==> src/rtl/fifo_sync_thresh_pkg.sv <==
// Shared constants and helpers for the thresholded synchronous FIFO:
// depth derivation and the reset values of the read port and error flags.
package fifo_pkg;

    function automatic int fifo_depth(input int index_width);
        return 1 << index_width;
    endfunction

    localparam logic RD_DATA_RST_BIT = 1'b0;
    localparam logic RD_VALID_RST    = 1'b0;
    localparam logic OVERFLOW_RST    = 1'b0;
    localparam logic UNDERFLOW_RST   = 1'b0;

endpackage

==> src/rtl/fifo_sync_thresh_if.sv <==
// Stream/status bundle between a producer-consumer pair and fifo_sync_thresh.
// err_clr/overflow/underflow exist only when FIFO_ERR_FLAGS_EN is defined.
interface fifo_sync_thresh_if #(
    parameter int DATA_WIDTH  = 8,
    parameter int INDEX_WIDTH = 2
);
    logic                   wr_en;
    logic [DATA_WIDTH-1:0]  wr_data;
    logic                   rd_en;
    logic [DATA_WIDTH-1:0]  rd_data;
    logic                   rd_valid;
    logic                   full;
    logic                   empty;
    logic [INDEX_WIDTH:0]   count;
    logic [INDEX_WIDTH:0]   af_thresh;
    logic [INDEX_WIDTH:0]   ae_thresh;
    logic                   almost_full;
    logic                   almost_empty;
`ifdef FIFO_ERR_FLAGS_EN
    logic                   err_clr;
    logic                   overflow;
    logic                   underflow;

    modport master (
        output wr_en, wr_data, rd_en, af_thresh, ae_thresh, err_clr,
        input  rd_data, rd_valid, full, empty, count, almost_full, almost_empty,
               overflow, underflow
    );
    modport slave (
        input  wr_en, wr_data, rd_en, af_thresh, ae_thresh, err_clr,
        output rd_data, rd_valid, full, empty, count, almost_full, almost_empty,
               overflow, underflow
    );
`else
    modport master (
        output wr_en, wr_data, rd_en, af_thresh, ae_thresh,
        input  rd_data, rd_valid, full, empty, count, almost_full, almost_empty
    );
    modport slave (
        input  wr_en, wr_data, rd_en, af_thresh, ae_thresh,
        output rd_data, rd_valid, full, empty, count, almost_full, almost_empty
    );
`endif
endinterface

==> src/rtl/fifo_sync_thresh_mem.sv <==
// Register-file storage for the FIFO: one write port, one registered read port.
// Contents and read register are deliberately unreset.
module fifo_mem
    import fifo_pkg::*;
#(
    parameter int DATA_WIDTH  = 8,
    parameter int INDEX_WIDTH = 2
) (
    input  logic                   clk,
    input  logic                   wr_en,
    input  logic [INDEX_WIDTH-1:0] wr_addr,
    input  logic [DATA_WIDTH-1:0]  wr_data,
    input  logic                   rd_en,
    input  logic [INDEX_WIDTH-1:0] rd_addr,
    output logic [DATA_WIDTH-1:0]  rd_data
);
    localparam int DEPTH = fifo_depth(INDEX_WIDTH);

    logic [DATA_WIDTH-1:0] mem [DEPTH];

    // A same-edge write to rd_addr still returns the old entry (read-before-write)
    always_ff @(posedge clk) begin
        if (wr_en) begin
            mem[wr_addr] <= wr_data;
        end
        if (rd_en) begin
            rd_data <= mem[rd_addr];
        end
    end

endmodule

==> src/rtl/fifo_sync_thresh.sv <==
// Synchronous FIFO with registered occupancy, almost-full/empty thresholds and
// registered read data. Define FIFO_ERR_FLAGS_EN for sticky overflow/underflow.
module fifo_sync_thresh
    import fifo_pkg::*;
#(
    parameter int DATA_WIDTH  = 8,
    parameter int INDEX_WIDTH = 2
) (
    input  logic              clk,
    input  logic              rst,
    fifo_sync_thresh_if.slave bus
);
    localparam int PTR_WIDTH = INDEX_WIDTH + 1;
    localparam logic [PTR_WIDTH-1:0] DEPTH_P = PTR_WIDTH'(fifo_depth(INDEX_WIDTH));

    logic [PTR_WIDTH-1:0]  wr_ptr;
    logic [PTR_WIDTH-1:0]  rd_ptr;
    logic [PTR_WIDTH-1:0]  count_q;
    logic [PTR_WIDTH-1:0]  wr_ptr_next;
    logic [PTR_WIDTH-1:0]  rd_ptr_next;
    logic                  full;
    logic                  empty;
    logic                  wr_acc;
    logic                  rd_acc;
    logic                  rd_vld_p1;
    logic                  rd_loaded_p1;
    logic [DATA_WIDTH-1:0] mem_rd_data_p1;

    assign full  = (count_q == DEPTH_P);
    assign empty = (count_q == '0);

    // A full FIFO may still take a write when a read frees a slot on the same edge
    assign wr_acc = bus.wr_en && (!full || bus.rd_en);
    assign rd_acc = bus.rd_en && !empty;

    always_comb begin
        wr_ptr_next = wr_ptr;
        rd_ptr_next = rd_ptr;
        if (wr_acc) begin
            wr_ptr_next = wr_ptr + PTR_WIDTH'(1);
        end
        if (rd_acc) begin
            rd_ptr_next = rd_ptr + PTR_WIDTH'(1);
        end
    end

    always_ff @(posedge clk or posedge rst) begin
        if (rst) begin
            wr_ptr       <= '0;
            rd_ptr       <= '0;
            count_q      <= '0;
            rd_vld_p1    <= RD_VALID_RST;
            rd_loaded_p1 <= 1'b0;
        end else begin
            wr_ptr    <= wr_ptr_next;
            rd_ptr    <= rd_ptr_next;
            count_q   <= wr_ptr_next - rd_ptr_next;
            rd_vld_p1 <= rd_acc;
            if (rd_acc) begin
                rd_loaded_p1 <= 1'b1;
            end
        end
    end

    // ---- stage p1: registered read port ----
    fifo_mem #(
        .DATA_WIDTH  (DATA_WIDTH),
        .INDEX_WIDTH (INDEX_WIDTH)
    ) u_mem (
        .clk     (clk),
        .wr_en   (wr_acc),
        .wr_addr (wr_ptr[INDEX_WIDTH-1:0]),
        .wr_data (bus.wr_data),
        .rd_en   (rd_acc),
        .rd_addr (rd_ptr[INDEX_WIDTH-1:0]),
        .rd_data (mem_rd_data_p1)
    );

    // Storage has no reset, so the reset value of rd_data is imposed here until the first pop
    assign bus.rd_data  = rd_loaded_p1 ? mem_rd_data_p1 : {DATA_WIDTH{RD_DATA_RST_BIT}};
    assign bus.rd_valid = rd_vld_p1;

    assign bus.full         = full;
    assign bus.empty        = empty;
    assign bus.count        = count_q;
    assign bus.almost_full  = (count_q >= bus.af_thresh);
    assign bus.almost_empty = (count_q <= bus.ae_thresh);

`ifdef FIFO_ERR_FLAGS_EN
    logic overflow_q;
    logic underflow_q;

    // A fresh error in the clearing cycle takes priority over err_clr
    always_ff @(posedge clk or posedge rst) begin
        if (rst) begin
            overflow_q  <= OVERFLOW_RST;
            underflow_q <= UNDERFLOW_RST;
        end else begin
            if (bus.wr_en && !wr_acc) begin
                overflow_q <= 1'b1;
            end else if (bus.err_clr) begin
                overflow_q <= 1'b0;
            end
            if (bus.rd_en && empty) begin
                underflow_q <= 1'b1;
            end else if (bus.err_clr) begin
                underflow_q <= 1'b0;
            end
        end
    end

    assign bus.overflow  = overflow_q;
    assign bus.underflow = underflow_q;
`endif

endmodule

==> src/flat_wrapper.sv <==
// flat-port wrapper written by rule: the top's interface ports become plain ports
module fifo_sync_thresh_flat import fifo_pkg::*;
#(
    parameter int DATA_WIDTH  = 8,
    parameter int INDEX_WIDTH = 2
)
  (clk, rst, bus_wr_en, bus_wr_data, bus_rd_en, bus_af_thresh, bus_ae_thresh, bus_rd_data, bus_rd_valid, bus_full, bus_empty, bus_count, bus_almost_full, bus_almost_empty);
  fifo_sync_thresh_if #(.DATA_WIDTH(DATA_WIDTH), .INDEX_WIDTH(INDEX_WIDTH)) bus_i ();
  input  logic clk;
  input  logic rst;
  input wire logic [$bits(bus_i.wr_en)-1:0] bus_wr_en;
  input wire logic [$bits(bus_i.wr_data)-1:0] bus_wr_data;
  input wire logic [$bits(bus_i.rd_en)-1:0] bus_rd_en;
  input wire logic [$bits(bus_i.af_thresh)-1:0] bus_af_thresh;
  input wire logic [$bits(bus_i.ae_thresh)-1:0] bus_ae_thresh;
  output wire logic [$bits(bus_i.rd_data)-1:0] bus_rd_data;
  output wire logic [$bits(bus_i.rd_valid)-1:0] bus_rd_valid;
  output wire logic [$bits(bus_i.full)-1:0] bus_full;
  output wire logic [$bits(bus_i.empty)-1:0] bus_empty;
  output wire logic [$bits(bus_i.count)-1:0] bus_count;
  output wire logic [$bits(bus_i.almost_full)-1:0] bus_almost_full;
  output wire logic [$bits(bus_i.almost_empty)-1:0] bus_almost_empty;
  assign bus_i.wr_en = bus_wr_en;
  assign bus_i.wr_data = bus_wr_data;
  assign bus_i.rd_en = bus_rd_en;
  assign bus_i.af_thresh = bus_af_thresh;
  assign bus_i.ae_thresh = bus_ae_thresh;
  assign bus_rd_data = bus_i.rd_data;
  assign bus_rd_valid = bus_i.rd_valid;
  assign bus_full = bus_i.full;
  assign bus_empty = bus_i.empty;
  assign bus_count = bus_i.count;
  assign bus_almost_full = bus_i.almost_full;
  assign bus_almost_empty = bus_i.almost_empty;
  fifo_sync_thresh #(.DATA_WIDTH(DATA_WIDTH), .INDEX_WIDTH(INDEX_WIDTH)) u_core (.clk(clk), .rst(rst), .bus(bus_i));
endmodule
==> config.mk <==
export PLATFORM = sky130hd
export DESIGN_NAME = fifo_sync_thresh_flat
export DESIGN_NICKNAME = d
export VERILOG_FILES = /design/src/rtl/fifo_sync_thresh_pkg.sv /design/src/rtl/fifo_sync_thresh_if.sv /design/src/rtl/fifo_sync_thresh_mem.sv /design/src/rtl/fifo_sync_thresh.sv /design/src/flat_wrapper.sv
export SDC_FILE = /design/constraint.sdc
export NUM_CORES = 1
export LEC_CHECK = 0
export ABC_AREA = 0
export BUFFER_PORTS_ARGS = -buffer_cell sky130_fd_sc_hd__buf_2
export CELL_PAD_IN_SITES_DETAIL_PLACEMENT = 1
export CELL_PAD_IN_SITES_GLOBAL_PLACEMENT = 1
export CORE_ASPECT_RATIO = 0.6
export CORE_UTILIZATION = 47
export DETAILED_ROUTE_END_ITERATION = 16
export MAX_ROUTING_LAYER = met4
export PLACE_DENSITY_LB_ADDON = 0.1
export SYNTH_ARGS = -nofsm -noshare
export SYNTH_HDL_FRONTEND = slang
export SYNTH_SLANG_ARGS = --single-unit
==> constraint.sdc <==
create_clock -name clk -period 2.71 [get_ports clk]
set_input_delay 0.542 -clock clk [delete_from_list [all_inputs] [get_ports clk]]
set_output_delay 0.542 -clock clk [all_outputs]
set_load 0.01 [all_outputs]
==> results of run 1 <==
==> state kept, by name, indices dropped and copies added (netlist names) <==
register              cells
u_core.rd_loaded_p1       1
u_core.u_mem.mem         32
u_core.rd_ptr             3
u_core.bus.count          3
u_core.wr_ptr             3
u_core.bus.rd_valid       1
u_core.u_mem.rd_data      8
==> cell type report <==
type | count | area share, %
Timing Repair Buffer | 37 | 7.529
Clock inverter | 2 | 1.448
Inverter | 11 | 1.593
Multi-Input combinational cell | 60 | 26.93
Clock buffer | 5 | 2.654
Tap cell | 60 | 2.896
Sequential cell | 51 | 56.95
==> path summary, 6_finish.rpt <==
check,from,endpoint,slack [ns],cells past startpoint
worst max-delay path,u_core.bus.count[0]$_DFF_PP0_,u_core.bus.count[2]$_DFF_PP0_,0.24,8
max in group asynchronous,rst,u_core.rd_loaded_p1$_DFFE_PP0N_,2.18,2
worst max register to register,u_core.bus.count[0]$_DFF_PP0_,u_core.bus.count[2]$_DFF_PP0_,0.24,8
min in group clk,bus_wr_data[3],u_core.u_mem.mem[2][3]$_DFFE_PP_,0.46,1
worst min register to register,u_core.wr_ptr[2]$_DFF_PP0_,u_core.wr_ptr[2]$_DFF_PP0_,0.51,1
worst min-delay path,rst,u_core.wr_ptr[1]$_DFF_PP0_,0.23,2
==> layer usage <==
layer | track usage [%] | share of wire [%]
met1 | 23.66 | 45
met3 | 4.683 | 3.8
met2 | 31.17 | 50
met5 | - | 0
met4 | 4.147 | 0.97
==> cell families (layout without fill, tap and decap cells) <==
logic type	after synthesis	count (layout)	share of synthesized area, %
and+or+nand+nor	23	23	7.778
buffers and inverters	13	55	2.254
AOI/OAI and AO/OA	5	5	2.424
DFF	51	51	66.52
xor gates and xnor gates	8	8	3.777
muxes	11	11	9.583
adders and majority gates	13	13	7.666
==> layout by cell type, fill, tap and decap left out, drive strengths merged, types with 2 or more instances in the layout <==
| cell | instances |
|---|---|
| dfrtp | 11 |
| mux2 | 2 |
| edfxtp | 40 |
| ha | 12 |
| a21o | 2 |
| xnor2 | 6 |
| mux4 | 8 |
| nand2b | 4 |
| buf | 37 |
| inv | 11 |
| and2 | 11 |
| clkbuf | 5 |
| nor2b | 2 |
==> critical path, delay by kind of cell, from the launching register on <==
| family | cells | cell delay, ns |
|---|---|---|
| DFF | 1 | 0.49 |
| adders and majority gates | 2 | 0.60 |
| xor gates and xnor gates | 4 | 0.72 |
| and+or+nand+nor | 2 | 0.53 |
==> per-stage QoR <==
stage	hold WS (ns)	total power [W]
final	0.2276	0.002862
after global routing	0.2509	0.003049
after CTS	0.2309	0.002895
after detailed placement	0.4862	0.002369
after global placement	0.4625	0.002285
after floorplan	0.3944	0.001988
==> where the power goes <==
part	switching [W]	leakage, nW	internal, W
Combinational	0.000552	0.489	0.000542
Sequential	0.000149	0.497	0.00111
Clock	0.000237	0.0502	0.000270
Total	0.000937	1.04	0.00193
==> key figures, run 1 <==
Logic synthesis
  • Synth cell types: 29
  • Cells after synthesis: 124
  • Number of synthesized register bits: 51
  • Synth top area cells: edfxtp_1 (54%), dfrtp_1 (12%), mux4_2 (8.1%)
  • Post-synthesis sequential area ratio: 66.52%
  • Top cell type's share of synthesized area: 54.11%
  • Post-synth EDFFs: 40
  • Area of the mapped netlist: 2220 um2
  • Area leader, netlist: edfxtp_1
  • Avg Inst Size Synth: 17.90 um2
  • Most frequent cell after synthesis: edfxtp_1
  • Synthesized net count: 155
  • Commonest cells post-synth: edfxtp_1 (40), ha_1 (12), and2_1 (11), dfrtp_1 (11), inv_1 (11)
  • Main synth FF type: edfxtp_1
  • Synth warn: 0
  • FFs w/ async S/R, synth: 21.57%

STA
  • Minimum clock period: 2.469 ns
  • RSZ-0062 raised after global routing: no
  • Final WS setup: 0.2406 ns
  • Fmax: 405.0 MHz
  • Fin Setup TNS: 0 ns
  • Slew Viols, Final: 0
  • Fin. Hold Viols: 0
  • Slew Limit Headroom: 70.43%
  • Worst Skew: 0.004072 ns
  • Worst-Margin Slew: 0.4431 ns
  • Tcrit/Tclk final: 91.12%
  • Final setup fails: 0

Floorplan
  • Die Ht: 55.23 um
  • Area of the die: 5010 um2
  • Top Ports: 34
  • Core area: 4324 um2
  • # rows: 18
  • Die width: 90.72 um
  • Starting Density: 51.33%

Global routing
  • Grt ovf: 0
  • Initial antenna violation count: 0
  • All-Layer GR Usage: 18.79%
  • Global-route wire length before repair: 6.617 mm
  • Largest net degree at the start of global routing: 16
  • Number of global-route vias before repair: 1,253

Setup path
  • Crit path cell chain: nor4b_4 -> nor2b_1 -> xnor2_1 -> ha_1 -> fa_1 -> xnor2_1 -> xnor2_1 -> xnor3_1
  • Critical path capture point type: flip-flop
  • Crit-path most repeated cell: xnor2_1
  • CP max-delay cell: dfrtp_1
  • Critical Path Source Type: flip-flop
  • Critical path's largest stage delay: 0.49 ns
  • WP data arrival: 2.65 ns
  • Setup CP Type: flip-flop to flip-flop
  • Worst EP required: 2.89 ns
  • Critical Path Fanout Max: 6

Clocking
  • Cts bufs inserted: 5
  • CTS clk-pin slew, worst paths: 0.09 ns
  • Htree depth: 2
  • CTS Buffer Depth: 2
  • Clock Latency Late Sink: 0.30 ns
  • Clk sinks: 51
  • Root Driver: clkbuf_8
  • Cts repair resizes: 0
  • Post-CTS Hold Fix Bufs: 0
  • Setup bufs post-CTS: 0
  • CTS tree: yes

Placed design
  • Placement Setup Slack: 0.1022 ns
  • PortBufs: 33
  • DP Wirelength: 3.013 mm
  • DP Area: 2481 um2
  • Routability cong.: 0.7597
  • Placed cells: 219

Routing
  • Total number of vias: 1,157
  • DRT Wirelength: 4.106 mm
  • DR iter-0 viols: 32
  • Number of vias per cell: 5.119
  • DRT Pass-1 Iters: 3
  • Avg WL per Cell: 18.17 um
  • DR DRC count: 0
  • Final antenna-violating net count: 0

Power and ir drop
  • Pleak: 1.036 nW
  • Max rail drop VDD: 561.2 uV
  • Power Density: 1104 nW/um2

Cells and area
  • Layout cells sized above 1: 35.54%
  • Multi-input gate area: 698.2 um2
  • Finished Core Util: 59.95%
  • ANT cells: 0
  • Post-route design area: 2592 um2
  • Nets: 197
  • Post-route insts no fill: 226
  • Register area: 1476 um2
  • Fillers: 412
  • Synthesis-to-layout area growth: 16.80%

Status
  • Status: finished, final reports clean

Worst hold path
  • Min-delay worst type: primary input to asynchronous set/reset pin

Run
  • Number of max-cap violations: 0
Note: power is estimated with default switching activity, not from simulation.
==> run 2: changes to the inputs <==
BUFFER_PORTS_ARGS = not set   (was -buffer_cell sky130_fd_sc_hd__buf_2)
CORE_UTILIZATION = 52   (was 47)
CTS_CLUSTER_DIAMETER = 120   (was not set)
DONT_BUFFER_PORTS = 1   (was not set)
==> key figures, run 2 (synthesized netlist as in run 1, its figures left out) <==
Clocking
  • Cts bufs inserted: 5
  • Setup bufs post-CTS: 0
  • Clock Latency Late Sink: 0.29 ns
  • Root Driver: clkbuf_8
  • Post-CTS Hold Fix Bufs: 0
  • CTS clk-pin slew, worst paths: 0.09 ns
  • Cts repair resizes: 0
  • CTS tree: yes
  • Htree depth: 2
  • Clk sinks: 51
  • CTS Buffer Depth: 2

Cells and area
  • Fillers: 355
  • Synthesis-to-layout area growth: 9.639%
  • Most common cell after layout, fill and taps aside: edfxtp_1
  • Post-route design area: 2434 um2
  • Number of flip-flops in the largest register: 32
  • Highest-count cells in the layout ignoring fill and taps: edfxtp_1 (40), ha_1 (12), inv_1 (11), and2_1 (11), dfrtp_1 (11)
  • Biggest regs: u_core.u_mem.mem (32), u_core.u_mem.rd_data (8)
  • Largest Register: u_core.u_mem.mem
  • Nets: 166
  • ANT cells: 0
  • Layout cells sized above 1: 20.00%

Routing
  • DRT Wirelength: 3.499 mm
  • DRT Pass-1 Iters: 4
  • Final antenna-violating net count: 0
  • Total number of vias: 1,019
  • Avg WL per Cell: 18.22 um
  • Number of vias per cell: 5.307
  • DR DRC count: 0
  • DR iter-0 viols: 76

Placed design
  • Routability cong.: 0.7051
  • DP Wirelength: 2.672 mm
  • DP Area: 2327 um2
  • PortBufs: 0

Power and ir drop
  • Pleak: 0.9122 nW
  • Gate power share: 35.4%
  • Power Density: 1125 nW/um2
  • Max rail drop VDD: 471.8 uV
  • Int Power: 0.001863 W
  • Switch share: 31.93%
  • Sequential Power Share: 46.2%
  • Switching power: 0.0008740 W
  • Clock share of power: 18.3%

STA
  • Worst-Margin Slew: 0.4404 ns
  • Slew Viols, Final: 0
  • Final setup fails: 0
  • Fmax: 412.7 MHz
  • Fin Setup TNS: 0 ns
  • Minimum clock period: 2.423 ns
  • RSZ-0062 raised after global routing: no
  • Slew Limit Headroom: 70.64%
  • Fin. Hold Viols: 0
  • Worst Skew: 0.004387 ns
  • Tcrit/Tclk final: 89.40%

Status
  • Status: finished, final reports clean

Global routing
  • GRT busiest layer: met2
  • Initial antenna violation count: 0
  • Met1 track demand over resource: 26.76%
  • Met2 GRT Util: 27.51%
  • Largest net degree at the start of global routing: 16
  • Met3 usage: 6.142%
  • Number of global-route vias before repair: 1,048
  • Global-route wire length before repair: 5.733 mm
  • All-Layer GR Usage: 19.19%
  • Grt ovf: 0

Floorplan
  • Area of the die: 4542 um2
  • Core area: 3871 um2
  • Starting Density: 57.34%
  • Die Ht: 52.61 um
  • Die width: 86.35 um
  • Top Ports: 34
  • # rows: 17

Run
  • Number of max-cap violations: 0

Setup path
  • WP data arrival: 2.60 ns
  • Setup CP Type: flip-flop to flip-flop
  • Crit path from: u_core.bus.count[1]$_DFF_PP0_
  • Worst EP required: 2.89 ns
  • Critical path capture point type: flip-flop
  • Critical Path Fanout Max: 6
  • Critical Path Source Type: flip-flop
  • Origin of the critical flop-to-flop path: u_core.bus.count[1]$_DFF_PP0_

Worst hold path
  • Min-delay worst type: primary input to asynchronous set/reset pin
## run 2: changes by cell type in the layout (fill, tap and decap cells not counted), sizes merged
cell,before,now
buf,37,6
## run 2: per-layer routing
metal	vias up	share of wire, %
met5	-	0
met4	0	0.49
met3	2	6.9
met2	30	43
met1	515	50
li1	472	-
## run 2: area by class of cell
type / instances / area (um2) / share of cell area (%)
Sequential cell: 51 / 1476 / 60.67
Timing Repair Buffer: 6 / 45.04 / 1.851
Clock buffer: 5 / 68.82 / 2.828
Multi-Input combinational cell: 60 / 693.2 / 28.48
Clock inverter: 2 / 37.54 / 1.542
Tap cell: 57 / 71.32 / 2.931
Inverter: 11 / 41.29 / 1.697
## run 2: worst paths after layout
check | endpoint | cells past startpoint | slack (ns)
worst max-delay path | u_core.bus.count[2]$_DFF_PP0_ | 7 | 0.29
worst min-delay path | u_core.rd_ptr[2]$_DFF_PP0_ | 1 | 0.12
worst max register to register | u_core.bus.count[2]$_DFF_PP0_ | 7 | 0.29
worst min register to register | u_core.wr_ptr[2]$_DFF_PP0_ | 1 | 0.48
max in group asynchronous | u_core.rd_loaded_p1$_DFFE_PP0N_ | 1 | 2.29
min in group clk | u_core.u_mem.mem[1][7]$_DFFE_PP_ | 0 | 0.34
## run 2: worst max-delay path, stage by stage (launching register included)
cell and delay [ns]:
dfrtp_1 0.49, nor3_1 0.27, nand2b_4 0.21, mux2_2 0.38
fa_1 0.42, xnor2_1 0.18, xnor2_1 0.14, xnor3_1 0.22
## run 2: per-stage QoR
| stage | hold slack [ns] | setup WS [ns] | util, % | total power [W] | cells |
|---|---|---|---|---|---|
| finish | 0.1244 | 0.2872 | 62.86 | 0.002737 | 192 |
| global route | 0.1537 | 0.1313 | 62.86 | 0.002920 | 192 |
| CTS | 0.1321 | 0.2722 | 62.86 | 0.002771 | 192 |
| detailed placement | 0.4594 | 0.2760 | 60.12 | 0.002272 | 185 |
| global placement | 0.4562 | 0.3065 | 60.12 | 0.002202 | 185 |
| floorplan | 0.3944 | 0.1980 | - | 0.001988 | 124 |
## run 2: power groups by stage
stage	sequential, W	combinational [W]	clock, W
2_1_floorplan	0.00124	0.000745	0
3_3_place_gp	0.00127	0.000936	0
3_5_place_dp	0.00129	0.000986	0
4_1_cts	0.00127	0.000986	0.000515
5_1_grt	0.00130	0.00108	0.000541
6_report	0.00127	0.000970	0.000502
